## src/rtl/upsample_pkg.sv

```systemverilog
`default_nettype none
// ============================================================================
//  Module      : upsample_pkg
//  Description : Shared types and constants for the upsample job scheduler
//                and the axis_dma_bram_fsm engine it drives.
//                - sched_state_t : scheduler state encoding
//                - SIZE_*        : upsample size-select encodings
//                - DEF_*         : default scheduler timing constants
//  Revision    : 1.0 - initial release
// ============================================================================
package upsample_pkg;

  typedef enum logic [2:0] {
    IDLE     = 3'd0,
    ISSUE    = 3'd1,
    WAIT_OUT = 3'd2,
    GAP      = 3'd3,
    DONE     = 3'd4,
    ERR      = 3'd5
  } sched_state_t;

  // Size-select encodings understood by axis_dma_bram_fsm.
  localparam logic [1:0] SIZE_X2  = 2'd0;
  localparam logic [1:0] SIZE_X4  = 2'd1;
  localparam logic [1:0] SIZE_X8  = 2'd2;
  localparam logic [1:0] SIZE_X16 = 2'd3;

  localparam int DEF_GAP_CYCLES     = 2;
  localparam int DEF_TIMEOUT_CYCLES = 100000;

  // Upsample factor implied by a size-select code.
  function automatic int unsigned upsample_factor(input logic [1:0] sel);
    case (sel)
      SIZE_X2:  return 2;
      SIZE_X4:  return 4;
      SIZE_X8:  return 8;
      SIZE_X16: return 16;
      default:  return 2;
    endcase
  endfunction

endpackage : upsample_pkg
`default_nettype wire

```

## src/rtl/stall_watchdog.sv

```systemverilog
`default_nettype none
// ============================================================================
//  Module      : stall_watchdog
//  Description : Saturating cycle counter used to detect a stalled output
//                stream. Counts up on inc, clears on clr (clr wins), and
//                flags expired once the count sits at TIMEOUT_CYCLES-1.
//  Ports       : clk, aresetn (async active-low)
//                clr     - return count to zero
//                inc     - advance count by one (saturating)
//                expired - count has reached TIMEOUT_CYCLES-1
//  Revision    : 1.0 - initial release
// ============================================================================
module stall_watchdog
  import upsample_pkg::*;
#(
  parameter int TIMEOUT_CYCLES = DEF_TIMEOUT_CYCLES
) (
  input  logic clk,
  input  logic aresetn,
  input  logic clr,
  input  logic inc,
  output logic expired
);

  localparam int CNT_W = (TIMEOUT_CYCLES > 1) ? $clog2(TIMEOUT_CYCLES) : 1;
  localparam logic [CNT_W-1:0] CNT_MAX = CNT_W'(TIMEOUT_CYCLES - 1);

  logic [CNT_W-1:0] count;

  always_ff @(posedge clk or negedge aresetn) begin
    if (!aresetn) begin
      count <= '0;
    end else if (clr) begin
      count <= '0;
    end else if (inc && (count != CNT_MAX)) begin
      count <= count + CNT_W'(1);
    end
  end

  assign expired = (count == CNT_MAX);

endmodule : stall_watchdog
`default_nettype wire

```

## src/rtl/upsample_job_scheduler.sv

```systemverilog
`default_nettype none
// ============================================================================
//  Module      : upsample_job_scheduler
//  Description : Runs the axis_dma_bram_fsm upsample engine once per channel
//                of a job. Issues a start pulse per channel, waits for the
//                closing TLAST on the engine output, inserts an idle gap and
//                moves on. Pulses job_done at the end of the job or raises a
//                sticky err_timeout if the output stream stalls.
//  Ports       : clk, aresetn (async active-low)
//                cfg_valid/cfg_ready, cfg_num_channels, cfg_size_sel - job in
//                abort                 - level-sampled return to IDLE
//                fsm_start_process     - one-cycle engine start
//                fsm_size_sel          - size mode held for the job
//                mon_tvalid/tready/tlast - engine m_axis taps
//                busy, chan_idx, job_done, err_timeout - status
//  Revision    : 1.0 - initial release
// ============================================================================
module upsample_job_scheduler
  import upsample_pkg::*;
#(
  parameter int CH_W           = 8,
  parameter int GAP_CYCLES     = DEF_GAP_CYCLES,
  parameter int TIMEOUT_CYCLES = DEF_TIMEOUT_CYCLES
) (
  input  logic            clk,
  input  logic            aresetn,
  input  logic            cfg_valid,
  output logic            cfg_ready,
  input  logic [CH_W-1:0] cfg_num_channels,
  input  logic [1:0]      cfg_size_sel,
  input  logic            abort,
  output logic            fsm_start_process,
  output logic [1:0]      fsm_size_sel,
  input  logic            mon_tvalid,
  input  logic            mon_tready,
  input  logic            mon_tlast,
  output logic            busy,
  output logic [CH_W-1:0] chan_idx,
  output logic            job_done,
  output logic            err_timeout
);

  localparam int GAP_W = (GAP_CYCLES > 1) ? $clog2(GAP_CYCLES) : 1;
  localparam logic [GAP_W-1:0] GAP_LOAD = GAP_W'(GAP_CYCLES - 1);

  sched_state_t     state;
  sched_state_t     next_state;
  logic [CH_W-1:0]  num_ch;
  logic [GAP_W-1:0] gap_cnt;
  logic             beat;
  logic             cfg_fire;
  logic             last_ch;
  logic             wd_clr;
  logic             wd_inc;
  logic             wd_expired;

  assign beat     = mon_tvalid & mon_tready;
  // cfg_ready is a register, so accepting a job adds no input->output path.
  assign cfg_fire = cfg_valid & cfg_ready;
  // Only evaluated in WAIT_OUT, where num_ch is known to be non-zero.
  assign last_ch  = (chan_idx == (num_ch - CH_W'(1)));

  assign wd_clr = abort | (state == ISSUE) | ((state == WAIT_OUT) & beat);
  assign wd_inc = (state == WAIT_OUT) & ~beat;

  stall_watchdog #(
    .TIMEOUT_CYCLES (TIMEOUT_CYCLES)
  ) u_stall_watchdog (
    .clk     (clk),
    .aresetn (aresetn),
    .clr     (wd_clr),
    .inc     (wd_inc),
    .expired (wd_expired)
  );

  always_comb begin
    next_state = state;
    if (abort) begin
      next_state = IDLE;
    end else begin
      case (state)
        IDLE: begin
          if (cfg_fire) begin
            next_state = (cfg_num_channels != '0) ? ISSUE : DONE;
          end
        end
        ISSUE:    next_state = WAIT_OUT;
        WAIT_OUT: begin
          if (beat && mon_tlast) begin
            next_state = last_ch ? DONE : GAP;
          end else if (!beat && wd_expired) begin
            next_state = ERR;
          end
        end
        GAP: begin
          if (gap_cnt == '0) begin
            next_state = ISSUE;
          end
        end
        DONE:     next_state = IDLE;
        ERR:      next_state = ERR;
        default:  next_state = IDLE;
      endcase
    end
  end

  // State, datapath and outputs share one register stage; outputs are
  // decoded from the next state so they line up with the state they describe.
  always_ff @(posedge clk or negedge aresetn) begin
    if (!aresetn) begin
      state             <= IDLE;
      num_ch            <= '0;
      gap_cnt           <= '0;
      chan_idx          <= '0;
      fsm_size_sel      <= SIZE_X2;
      cfg_ready         <= 1'b1;
      fsm_start_process <= 1'b0;
      job_done          <= 1'b0;
      err_timeout       <= 1'b0;
      busy              <= 1'b0;
    end else begin
      state             <= next_state;
      cfg_ready         <= (next_state == IDLE);
      fsm_start_process <= (next_state == ISSUE);
      job_done          <= (next_state == DONE);
      err_timeout       <= (next_state == ERR);
      busy              <= (next_state != IDLE) && (next_state != ERR);

      if (abort) begin
        chan_idx <= '0;
      end else begin
        case (state)
          IDLE: begin
            if (cfg_fire) begin
              num_ch       <= cfg_num_channels;
              fsm_size_sel <= cfg_size_sel;
              chan_idx     <= '0;
            end
          end
          WAIT_OUT: begin
            if (beat && mon_tlast && !last_ch) begin
              chan_idx <= chan_idx + CH_W'(1);
              gap_cnt  <= GAP_LOAD;
            end
          end
          GAP: begin
            if (gap_cnt != '0) begin
              gap_cnt <= gap_cnt - GAP_W'(1);
            end
          end
          default: ;
        endcase
      end
    end
  end

endmodule : upsample_job_scheduler
`default_nettype wire

```

## config.mk

```make
export PLATFORM = sky130hd
export DESIGN_NAME = upsample_job_scheduler
export DESIGN_NICKNAME = d
export VERILOG_FILES = /design/src/rtl/upsample_pkg.sv /design/src/rtl/stall_watchdog.sv /design/src/rtl/upsample_job_scheduler.sv
export SDC_FILE = /design/constraint.sdc
export NUM_CORES = 1
export LEC_CHECK = 0
export CAP_MARGIN = 20
export CORE_UTILIZATION = 55
export CTS_CLUSTER_DIAMETER = 100
export DETAILED_ROUTE_END_ITERATION = 10
export GPL_ROUTABILITY_DRIVEN = 0
export PLACE_DENSITY = 0.84
export SYNTH_ARGS = -nofsm -noshare
export SYNTH_HDL_FRONTEND = slang
export SYNTH_SLANG_ARGS = --single-unit
```

## constraint.sdc

```tcl
create_clock -name clk -period 3.1 [get_ports clk]
set_input_delay 0.775 -clock clk [delete_from_list [all_inputs] [get_ports clk]]
set_output_delay 0.775 -clock clk [all_outputs]
set_load 0.01 [all_outputs]
```

==> metrics <==
CTS Hold Buffers Added 0; synthesized flop and latch total 44; # rows 24; Hold Path Class flip-flop to flip-flop; fraction of registers with async set/reset 1.00; Via density 6.11; EDFF count, synth 0; worst path arrival time 2.84 ns; peak supply drop 0.000318 V; Sequential cell area 1100 um2; CP Max Fanout 11; # diodes 0; IO buf count 31; Primary FF master, synth dfrtp_1; post-synthesis sequential area ratio 0.432; setup violators final 0; measured slew at the worst slew-check pin 0.966 ns; dpl ws 0.166 ns; H-Tree Depth 2; worst skew pair latency 0.30 ns; number of antenna violations at the first check in global routing 0; DR vias 2195; Hold Vio Cnt, Final 0; CTS tree built; Synth area leader dfrtp_1; core area 4410 um2; syn_nets 289; total negative slack 0 ns; num ports 32; DRC Markers 0; setup ws final 0.448 ns; Reg clk slew, reported paths 0.09 ns; largest net degree at the start of global routing 45; synth unique cells 51; Crit Path Category primary input to flip-flop; main area contributors after synthesis dfrtp_1, xnor2_1, nand2_1; gr ovfl total 0; Pins Over Slew Limit 0; Pwr Density 529 nW/um2; share of cells above drive strength 1 0.107; f_max 0.377 GHz; multi-input logic area 1360 um2; vias in the first global route 2155; startpoint class of the critical path primary input; Area growth syn-to-layout 20.0%; number of gates resized after cts 0; fin nets 326; Seq pwr share 0.449; drt pass-1 iters 4; first-pass GRT wire length 10.0 mm; Root Buffer clkbuf_8; final WL 5.79 mm; gr usage total 0.257; LEAKAGE 1.18 nW; Post CTS Setup Buffer Count 0; initial drt markers 180; status complete, no violations; combinational share of power 0.267; Clock Tree Buf Depth 2; Synth warnings 0; Num CTS Buffers 5; min Tclk post-route 2.65 ns; Initial Utilization 0.577; Routed Antenna Nets 0; switching power 0.499 mW; Post-Syn Area 2550 um2; top-area cell type share of the netlist area 0.422; routed len/inst 16.1 um; Sink Count 44; RSZ-0062 raised after global routing no; Required @ worst endpoint 3.28 ns; critical path capture point type flip-flop; Clock Power Share 0.284; most common cell after layout, fill and taps aside dfrtp_1; Detail Placement HPWL 4.10 mm; cell count after synthesis 269; Die W 70.1 um; Fillers 328; Avg Inst Size Synth 9.47 um2; Die Area 4910 um2; Die H 70.1 um; Clock Skew 0.00980 ns; relative slew slack 0.356; sw frac 0.308; most frequent cells in the layout dfrtp_1, nand2_1, clkdlybuf4s50_1, xnor2_1, nor2_1; period utilisation layout 0.856; Pint 1.12 mW; max cap viols 0
[synthesized netlist by cell type (2+ instances only)]
library cell,n
dfrtp_1,43
nand2_1,31
nor2_1,22
xnor2_1,22
inv_1,13
a21oi_1,11
mux2_2,9
nand4_1,9
nor3_1,9
a211oi_1,8
mux2i_1,7
nor4_1,6
o21ai_0,6
or3_1,6
nand3_1,5
a2111oi_0,4
and3_1,4
buf_2,4
clkbuf_1,4
nand2b_1,4
o31ai_1,4
a31oi_1,3
ha_1,3
nand3b_1,3
o21a_1,2
xor2_1,2
[power by group through the flow]
stage / logic (mW) / registers (mW) / clock network, mW
finish: 0.432 / 0.726 / 0.460
global route: 0.474 / 0.739 / 0.493
global placement: 0.419 / 0.731 / 0
CTS: 0.431 / 0.724 / 0.468
detailed placement: 0.428 / 0.736 / 0
floorplan: 0.282 / 0.722 / 0
[layer usage]
layer / vias to the layer above / part of all wire / track usage
met4: 0 / 0.019 / 0.0911
met2: 79 / 0.49 / 0.424
met1: 1052 / 0.44 / 0.342
li1: 1051 / - / -
met3: 13 / 0.046 / 0.0462
met5: - / 0 / 0
[layout make-up]
type | instances | area share
tap | 52 | 0.0213
inverter | 13 | 0.0160
timing repair buffer | 39 | 0.119
clock inverter | 2 | 0.0127
multi-input combinational | 203 | 0.443
sequential | 44 | 0.360
clock buffer | 6 | 0.0270
[logic make-up after synthesis]
| logic type | synth area share |
|---|---|
| flip-flops | 0.432 |
| buffers and inverters | 0.0358 |
| AO/OA/AOI/OAI | 0.142 |
| multiplexers | 0.0717 |
| XOR/XNOR | 0.0825 |
| adder cells (fa/ha/maj) | 0.0147 |
| AND/OR/NAND/NOR | 0.220 |
[sequential cells by signal, indices dropped and copies added, names as in the netlist]
signal and flops:
u_stall_watchdog.count 17, chan_idx 8, num_ch 8, state 3
fsm_size_sel 2, busy 1, cfg_ready 1, err_timeout 1
fsm_start_process 1, gap_cnt 1, job_done 1
[through the flow]
stage | util | power [mW] | hold slack, ns | area, um2 | cells
global route | 0.693 | 1.71 | 0.533 | 3060 | 359
detailed placement | 0.665 | 1.16 | 0.491 | 2940 | 351
CTS | 0.693 | 1.62 | 0.514 | 3060 | 359
finish | 0.693 | 1.62 | 0.513 | 3060 | 359
floorplan | - | 1.00 | 0.470 | 2550 | 269
global placement | 0.665 | 1.15 | 0.484 | 2940 | 351
[critical path, cell delays in order]
cell and delay (ns):
clkdlybuf4s50_1 0.43, nand2_1 0.10, or4b_1 0.48, o41ai_2 0.45, buf_4 0.25, a211oi_1 0.10, xnor2_1 0.18, nor2_1 0.06
[final timing paths]
path	from	to	slack, ns	depth (start not counted)
max	mon_tvalid	u_stall_watchdog.count[7]$_DFFE_PN0P_	0.45	8
min	gap_cnt$_DFFE_PN0P_	gap_cnt$_DFFE_PN0P_	0.51	1
max reg2reg	u_stall_watchdog.count[0]$_DFFE_PN0P_	u_stall_watchdog.count[7]$_DFFE_PN0P_	0.59	8
min reg2reg	gap_cnt$_DFFE_PN0P_	gap_cnt$_DFFE_PN0P_	0.51	1
max in group asynchronous	aresetn	u_stall_watchdog.count[7]$_DFFE_PN0P_	1.87	1
min in group asynchronous	aresetn	u_stall_watchdog.count[1]$_DFFE_PN0P_	0.63	1
No activity file was read; power rests on OpenSTA's default activity.
